$ cat src/rtl/tm1638_bcd_display.sv
// tm1638_bcd_display
// Shows a three-digit BCD value on a TM1638 module. Whenever the value
// differs from the last one sent (and once after reset) a complete write
// frame is serialised: data command 0x40, address command 0xC0 followed by
// 16 display bytes, and a display-control command. Write-only, no key scan.
//
// Ports:
//   clk        system clock
//   rst        synchronous active-high reset
//   bcd_in     [3:0] units, [7:4] tens, [11:8] hundreds
//   tm_stb     TM1638 strobe, active-low
//   tm_clk     TM1638 serial clock, idles high
//   tm_dio     TM1638 data (driven only), idles high
//   busy       high while a frame is being sent
//   frame_done one-cycle pulse when a frame has completed
module tm1638_bcd_display #(
  parameter int         CLK_DIV    = 4,
  parameter logic [2:0] BRIGHTNESS = 3'd7,
  parameter int         STB_GAP    = 2
) (
  input  logic        clk,
  input  logic        rst,
  input  logic [11:0] bcd_in,
  output logic        tm_stb,
  output logic        tm_clk,
  output logic        tm_dio,
  output logic        busy,
  output logic        frame_done
);

  localparam int GAP_CYC = STB_GAP * CLK_DIV;
  localparam int TW      = (GAP_CYC > 1) ? $clog2(GAP_CYC) : 1;
  localparam logic [TW-1:0] HALF_LOAD = TW'(CLK_DIV - 1);
  localparam logic [TW-1:0] GAP_LOAD  = TW'(GAP_CYC - 1);

  typedef enum logic [2:0] {
    S_IDLE,
    S_STB_SETUP,
    S_BIT_LOW,
    S_BIT_HIGH,
    S_STB_END
  } state_t;

  state_t          state_q, state_d;
  logic [TW-1:0]   timer_q, timer_d;
  logic [2:0]      bit_q, bit_d;
  logic [4:0]      byte_q, byte_d;
  logic [1:0]      cmd_q, cmd_d;
  logic [11:0]     snapshot_q, snapshot_d;
  logic            first_frame_q, first_frame_d;
  logic            tm_stb_q, tm_stb_d;
  logic            tm_clk_q, tm_clk_d;
  logic            tm_dio_q, tm_dio_d;
  logic            busy_q, busy_d;
  logic            frame_done_q, frame_done_d;
  logic [7:0]      cur_byte;
  logic [4:0]      last_byte;
  logic            timer_done;

  function automatic logic [7:0] seg7(input logic [3:0] n);
    case (n)
      4'd0:    seg7 = 8'h3F;
      4'd1:    seg7 = 8'h06;
      4'd2:    seg7 = 8'h5B;
      4'd3:    seg7 = 8'h4F;
      4'd4:    seg7 = 8'h66;
      4'd5:    seg7 = 8'h6D;
      4'd6:    seg7 = 8'h7D;
      4'd7:    seg7 = 8'h07;
      4'd8:    seg7 = 8'h7F;
      4'd9:    seg7 = 8'h6F;
      default: seg7 = 8'h40;
    endcase
  endfunction

  // Byte number idx of command cmd. In the address command, byte 0 is the
  // 0xC0 opcode and bytes 1..16 are display addresses 0x00..0x0F; the digits
  // live at the even grid addresses 0x0A/0x0C/0x0E. Leading zeros blank, but
  // a non-decimal nibble compares unequal to zero so it is never blanked.
  function automatic logic [7:0] frame_byte(input logic [1:0]  cmd,
                                            input logic [4:0]  idx,
                                            input logic [11:0] snap);
    logic [7:0] h_seg;
    logic [7:0] t_seg;
    logic [7:0] u_seg;
    h_seg = (snap[11:8] == 4'd0) ? 8'h00 : seg7(snap[11:8]);
    t_seg = ((snap[11:8] == 4'd0) && (snap[7:4] == 4'd0)) ? 8'h00 : seg7(snap[7:4]);
    u_seg = seg7(snap[3:0]);
    frame_byte = 8'h00;
    case (cmd)
      2'd0: frame_byte = 8'h40;
      2'd1: begin
        case (idx)
          5'd0:    frame_byte = 8'hC0;
          5'd11:   frame_byte = h_seg;
          5'd13:   frame_byte = t_seg;
          5'd15:   frame_byte = u_seg;
          default: frame_byte = 8'h00;
        endcase
      end
      default: frame_byte = 8'h88 | {5'b00000, BRIGHTNESS};
    endcase
  endfunction

  // Next-state logic: counters walk bit -> byte -> command; pins are
  // derived from the next state so they are registered alongside it.
  always_comb begin
    state_d       = state_q;
    timer_d       = timer_q;
    bit_d         = bit_q;
    byte_d        = byte_q;
    cmd_d         = cmd_q;
    snapshot_d    = snapshot_q;
    first_frame_d = first_frame_q;
    frame_done_d  = 1'b0;
    tm_dio_d      = tm_dio_q;
    timer_done    = (timer_q == '0);
    last_byte     = (cmd_q == 2'd1) ? 5'd16 : 5'd0;

    case (state_q)
      S_IDLE: begin
        if (first_frame_q || (bcd_in != snapshot_q)) begin
          snapshot_d = bcd_in;
          state_d    = S_STB_SETUP;
          timer_d    = HALF_LOAD;
          bit_d      = 3'd0;
          byte_d     = 5'd0;
          cmd_d      = 2'd0;
        end
      end
      S_STB_SETUP: begin
        if (timer_done) begin
          state_d = S_BIT_LOW;
          timer_d = HALF_LOAD;
        end else begin
          timer_d = timer_q - TW'(1);
        end
      end
      S_BIT_LOW: begin
        if (timer_done) begin
          state_d = S_BIT_HIGH;
          timer_d = HALF_LOAD;
        end else begin
          timer_d = timer_q - TW'(1);
        end
      end
      S_BIT_HIGH: begin
        if (timer_done) begin
          timer_d = HALF_LOAD;
          if (bit_q != 3'd7) begin
            bit_d   = bit_q + 3'd1;
            state_d = S_BIT_LOW;
          end else if (byte_q != last_byte) begin
            bit_d   = 3'd0;
            byte_d  = byte_q + 5'd1;
            state_d = S_BIT_LOW;
          end else begin
            bit_d   = 3'd0;
            byte_d  = 5'd0;
            state_d = S_STB_END;
            timer_d = GAP_LOAD;
          end
        end else begin
          timer_d = timer_q - TW'(1);
        end
      end
      S_STB_END: begin
        if (timer_done) begin
          if (cmd_q == 2'd2) begin
            state_d       = S_IDLE;
            cmd_d         = 2'd0;
            frame_done_d  = 1'b1;
            first_frame_d = 1'b0;
          end else begin
            cmd_d   = cmd_q + 2'd1;
            state_d = S_STB_SETUP;
            timer_d = HALF_LOAD;
          end
        end else begin
          timer_d = timer_q - TW'(1);
        end
      end
      default: state_d = S_IDLE;
    endcase

    busy_d   = (state_d != S_IDLE);
    tm_stb_d = !((state_d == S_STB_SETUP) || (state_d == S_BIT_LOW) || (state_d == S_BIT_HIGH));
    tm_clk_d = (state_d != S_BIT_LOW);

    // Data changes only when tm_clk falls, so it is stable at the rising edge.
    cur_byte = frame_byte(cmd_d, byte_d, snapshot_q);
    if ((state_d == S_BIT_LOW) && (state_q != S_BIT_LOW)) begin
      tm_dio_d = cur_byte[bit_d];
    end else if (state_d == S_STB_END) begin
      tm_dio_d = 1'b1;
    end
  end

  always_ff @(posedge clk) begin
    if (rst) begin
      state_q       <= S_IDLE;
      timer_q       <= '0;
      bit_q         <= 3'd0;
      byte_q        <= 5'd0;
      cmd_q         <= 2'd0;
      snapshot_q    <= 12'h000;
      first_frame_q <= 1'b1;
      tm_stb_q      <= 1'b1;
      tm_clk_q      <= 1'b1;
      tm_dio_q      <= 1'b1;
      busy_q        <= 1'b0;
      frame_done_q  <= 1'b0;
    end else begin
      state_q       <= state_d;
      timer_q       <= timer_d;
      bit_q         <= bit_d;
      byte_q        <= byte_d;
      cmd_q         <= cmd_d;
      snapshot_q    <= snapshot_d;
      first_frame_q <= first_frame_d;
      tm_stb_q      <= tm_stb_d;
      tm_clk_q      <= tm_clk_d;
      tm_dio_q      <= tm_dio_d;
      busy_q        <= busy_d;
      frame_done_q  <= frame_done_d;
    end
  end

  assign tm_stb     = tm_stb_q;
  assign tm_clk     = tm_clk_q;
  assign tm_dio     = tm_dio_q;
  assign busy       = busy_q;
  assign frame_done = frame_done_q;

endmodule

$ cat config.mk
export PLATFORM = sky130hd
export DESIGN_NAME = tm1638_bcd_display
export DESIGN_NICKNAME = d
export VERILOG_FILES = /design/src/rtl/tm1638_bcd_display.sv
export SDC_FILE = /design/constraint.sdc
export NUM_CORES = 1
export LEC_CHECK = 0
export CORE_UTILIZATION = 42
export CTS_BUF_LIST = sky130_fd_sc_hd__clkbuf_16
export DETAILED_ROUTE_END_ITERATION = 16
export GPL_ROUTABILITY_DRIVEN = 0
export PLACE_DENSITY = 0.58
export SYNTH_ARGS = -nofsm -noshare
export SYNTH_HDL_FRONTEND = slang
export SYNTH_SLANG_ARGS = --single-unit
$ cat constraint.sdc
create_clock -name clk -period 4.1 [get_ports clk]
set_input_delay 1.23 -clock clk [delete_from_list [all_inputs] [get_ports clk]]
set_output_delay 1.23 -clock clk [all_outputs]
set_load 0.005 [all_outputs]
# After elaboration in Yosys (flattened, before gate mapping)
# Memory sizes are Yosys's and may differ from the RTL's. A register that Yosys moved wholly into a read port is not among the register bits.
# Index checks and enable logic that the tools add are counted.
[op_classes] add_sub_neg=4 magnitude_cmp=1 eq_ne=21 muxes=46 bitwise_logic=2 reduce_logical=20
[ops] cell="$mux 3" count=17
[ops] cell="$pmux 8 s4" count=1
[ops] cell="$mux 5" count=5
[ops] cell="$mux 4" count=6
[ops] cell="$mux 8" count=2
[ops] cell="$pmux 8 s2" count=1
[ops] cell="$eq 5x4->1 const B" count=3
[ops] cell="$pmux 3 s5" count=1
[ops] cell="$eq 3x2->1 const B" count=4
[ops] cell="$ne 12x12->1" count=1
[ops] cell="$pmux 3 s4" count=1
[ops] cell="$pmux 5 s2" count=1
[ops] cell="$logic_not 4->1" count=2
[ops] cell="$eq 3x1->1 const B" count=2
[ops] cell="$eq 3x3->1 const B" count=2
[ops] cell="$logic_not 3->1" count=2
[ops] cell="$mux 2" count=3
[ops] cell="$ne 3x2->1 const B" count=2
[ops] cell="$ne 3x3->1 const B" count=2
[ops] cell="$pmux 3 s2" count=1
[ops] cell="$reduce_and 3->1" count=2
[ops] cell="$add 5x1->5 const B" count=1
[ops] cell="$logic_not 5->1" count=1
[ops] cell="$mux 1" count=5
[ops] cell="other kinds (21)" count=26
[word_totals] ff_bits=34 rom_bits=336 inputBits=14 output_inout_bits=5 elab_cells=109 n_memories=3
[mem_list] name="(name not given)" words=16 word_bits=7 read_ports=1 rd_clocked_by_memory_dff=1 write_ports=0 line_no="61" text="case (n)"
[mem_list] name="(name not given)" words=16 word_bits=7 read_ports=1 rd_clocked_by_memory_dff=1 write_ports=0 line_no="61"
[mem_list] name="(name not given)" words=16 word_bits=7 read_ports=1 rd_clocked_by_memory_dff=1 write_ports=0 line_no="61"

# Depth between registers and ports, before layout
[depth] ltp_word=13 mapped_depth=14 mapped_depth_nobuf=12

# Worst setup path after synthesis
# Ideal clock, no wire load.
[synth_path] path_kind="input to register" start="input bcd_in[7]" end="register (tool-made name)" setup_ps=135 arrival_ps=3467 required_ps=3965 slack_ps=499 stages=12 n_path_buf=2 path_cell_list="xor2_1 a221o_1 or3_1 buf_6 o21ai_4 clkbuf_8 mux2i_1 nor2_1 inv_1 ha_1 a21oi_1 a21oi_1"
[synth_rtl] element="from (decl)" line_no="23" text="input logic [11:0] bcd_in,"

# Final worst setup path
[layout_path] start="input bcd_in[7]" end="register tm_dio_q (netlist: tm_dio)"
[layout_via] elab_chain_cells=10 word_cells_on_any_way=25 classes_between="eq/ne: 7; mux: 13; reduce/logical: 5"
[layout_rtl] element="$ne 12x12->1 (*)" line_no="122" text="if (first_frame_q || (bcd_in != snapshot_q)) begin"
[layout_rtl] element="$logic_or 1x1->1 (*)" line_no="122"
[layout_rtl] element="$mux 5" line_no="122"
[layout_rtl] element="$pmux 5 s2" line_no="120" text="case (state_q)"
[layout_rtl] element="$eq 5x4->1 / $logic_not 5->1 (equally long branches)" line_no="93" text="case (idx)"
[layout_rtl] element="$pmux 8 s4" line_no="93"
[layout_rtl] element="$pmux 8 s2" line_no="90" text="case (cmd)"
[layout_rtl] element="$bmux 1 s3" line_no="193" text="tm_dio_d = cur_byte[bit_d];"
[layout_rtl] element="$mux 1 (implied by the code)" line_no="193"
[layout_rtl] element="$mux 1" line_no="192" text="if ((state_d == S_BIT_LOW) && (state_q != S_BIT_LOW)) begin"
[layout_rtl] element="to (signal assigned)" line_no="223" text="tm_dio_q <= tm_dio_d;"
[layout_rtl] element="to (decl)" line_no="53" text="logic tm_dio_q, tm_dio_d;"
# Mark *: on every way between the ends. The rest lies on a longest branch, timed or not. The select of a mux whose other input is x is not followed.
# A chain may end at the register's enable or synchronous reset.

==> results.ini <==
[synthesis]
yosysTopAreaCell = dfxtp_1
synth_top_area_share_pct = 32.7
seq_area_frac_synth_pct = 32.7
avgSynthCellArea_um2 = 8.39
synth_area_um2 = 3370
yosys_register_bits = 55
async_reset_ff_share_pct = 0
yosys.cell_types.count = 62
syn_inst = 402
synth-edff-count = 0
yosysWarnings = 0
ys.flop_type = dfxtp_1
syn-num-nets = 440
synthTopCellsByArea = dfxtp_1, ha_1, nor2_1

[clock_tree]
clk_path_buf_depth = 2
numCtsBuffers = 5
clk_latency_ns = 0.30
root_buffer = clkbuf_16
cts_tree = built
clk_pin_slew_ns = 0.08
cts-htree-levels = 2
hold_buffers = 0
clock_sinks = 55

[detailed_routing]
drtIter0Drc = 163
drt.antenna.violating_nets = 0
drt-vias-per-instance = 5.50
wire_per_inst_um = 15.2
wl_um = 8220
firstDrtPassIters = 4
drc_errors = 0
num_vias = 2971

[final_layout]
area_growth_pct = 17.6
antenna_cells = 0
fin_util_pct = 51.3
layout_common_cells = dfxtp_1, nor2_1, buf_4, a21oi_1, nand2_1
nNetsFinal = 475
final_layout_size_suffix_gt1_share_pct = 14.6
final_common_cell = dfxtp_1

[grt]
grt_antenna_before_repair = 0
use_met2_pct = 34.6
overflow = 0
grt_usage_pct = 20.7
grt_pass1_vias = 2857
met3_usage_pct = 4.19
grtUsageMet1_pct = 26.9
grt_pass1_wl_um = 13800
grt_max_degree = 21
grt_most_used_layer = met2

[timing]
worst_slack_ns = 0.198
finalSetupTns_ns = 0
finalHoldViolCount = 0
slew_headroom_pct = 57.9
whs_ns = 0.467
finalMaxSlewViolations = 0
fin_crit_ns = 3.90
worst_slew_pin_slew_ns = 0.626
rsz0062_at_grt = false
finalSetupViolCount = 0
clock.fmax_mhz = 256
finalCritPeriodShare_pct = 95.2
clock_skew_ns = 0.00707

[power]
irDropWorstVdd_v = 0.000208
swShare_pct = 30.8
power.density_nw_per_um2 = 361
p_int_uw = 991
power_switching_uw = 442
clkPwrFrac_pct = 31.5
p_comb_share_pct = 23.8
p_leak_uw = 0.00160
p_seq_share_pct = 44.7

[floorplan]
core_um2 = 7730
start_util_pct = 43.6
fp.dieH_um = 91.6
rows = 32
io_pins = 19
design.die.area_um2 = 8390
die_w_um = 91.6

[placed_design]
numPortBuffers = 18
hpwl_um = 6420
dp_slack_ns = -0.131

[setup_path]
required_ns = 4.32
slowest_stage = clkdlybuf4s50_1
reg2reg_from = bit_q[0]
cp_max_fo = 7
max_stage_delay_ns = 0.43
worstPathCellList = clkdlybuf4s50_1, xor2_1, a221o_1, or3_4, o21ai_4, buf_4, nand3_1, nor4_4, a221oi_1, a211oi_2, nand3_1, a31oi_1
cpMostUsedCell = nand3_1
cp-start-kind = input port
crit_arrival_ns = 4.13
cp_top_family = compound AO/OA/AOI/OAI gates
cp_num_buf_inv = 2
critPathCaptureType = flip-flop
critPathLaunch = bcd_in[7]
crit_type = input port to flip-flop

[worst_hold_path]
hold_path_startpoint = first_frame_q
min_path_type = flip-flop to flip-flop

[outcome]
status = finished clean

[run]
max_cap_violations = 0

-- cell usage after synthesis (all sizes together) (3+ instances only) --
library cell	count
a211oi	6
a21o	5
a21oi	25
a221oi	5
a22o	4
a31oi	4
a41oi	3
and3	5
and3b	3
buf	5
clkbuf	17
dfxtp	55
ha	24
inv	23
mux2i	10
nand2	25
nand2b	8
nand3	15
nand4	5
nor2	43
nor2b	9
nor3	8
nor3b	3
nor4	7
o211ai	5
o21ai	22
o22ai	5
or2	7
or2b	3
xnor2	5
xor2	5
-- kinds of logic (layout without fill, tap and decap cells) --
| family | after synthesis | after routing | share of synthesized area (%) |
|---|---|---|---|
| buf+inv | 45 | 81 | 6.42 |
| compound gates | 105 | 105 | 21.9 |
| simple gates | 151 | 151 | 23.9 |
| fa+ha+maj | 24 | 24 | 8.91 |
| xor+xnor | 10 | 10 | 2.60 |
| flops | 55 | 55 | 32.7 |
| mux | 12 | 12 | 3.64 |
-- metal layers --
| metal | part of all wire, % | vias up |
|---|---|---|
| li1 | - | 1513 |
| met1 | 47 | 1392 |
| met2 | 48 | 54 |
| met3 | 3.6 | 12 |
| met4 | 1.5 | 0 |
| met5 | 0 | - |
-- stage by stage --
stage	area, µm²	instances	total power, µW
3_5_place_dp	3790	530	989
5_1_grt	3960	540	1510
3_3_place_gp	3790	530	987
6_report	3960	540	1430
4_1_cts	3940	538	1440
2_1_floorplan	3370	402	860
-- power groups by stage --
| stage | sequential, µW | clock (µW) | combinational [µW] |
|---|---|---|---|
| CTS | 640 | 462 | 338 |
| global route | 646 | 487 | 381 |
| finish | 640 | 451 | 341 |
| floorplan | 635 | 0 | 226 |
| global placement | 655 | 0 | 332 |
| detailed placement | 653 | 0 | 336 |
-- repair_timing --
item | 4_1_cts | 5_1_grt
gates resized for setup | 0 | 2
endpoints found under the setup margin | 0 | 1
setup buffers | 0 | 2
hold endpoints to repair | 0 | 0
-- path summary, 6_finish.rpt --
check / to / slack (ns) / cells after the start
worst max register to register: tm_dio / 0.76 / 12
worst min-delay path: first_frame_q / 0.47 / 1
worst max-delay path: tm_dio / 0.20 / 12
worst min register to register: first_frame_q / 0.47 / 1
-- worst reg2reg max path, stage by stage, from the launching register on --
cell,delay (ns)
dfxtp_1,0.38
ha_1,0.18
ha_1,0.28
and3b_1,0.33
nand2_1,0.16
a21oi_1,0.39
mux2_2,0.29
nand3b_2,0.19
nor4_4,0.33
a221oi_1,0.23
a211oi_2,0.25
nand3_1,0.10
a31oi_1,0.17
-- layout make-up --
| class | instances | area, µm² |
|---|---|---|
| timing repair buffer | 50 | 433 |
| clock buffer | 5 | 125 |
| clock inverter | 3 | 26.3 |
| tap | 102 | 128 |
| fill | 755 | 3760 |
| inverter | 23 | 86.3 |
| sequential | 55 | 1100 |
| multi-input combinational | 302 | 2060 |
No activity file was read; power rests on OpenSTA's default activity.
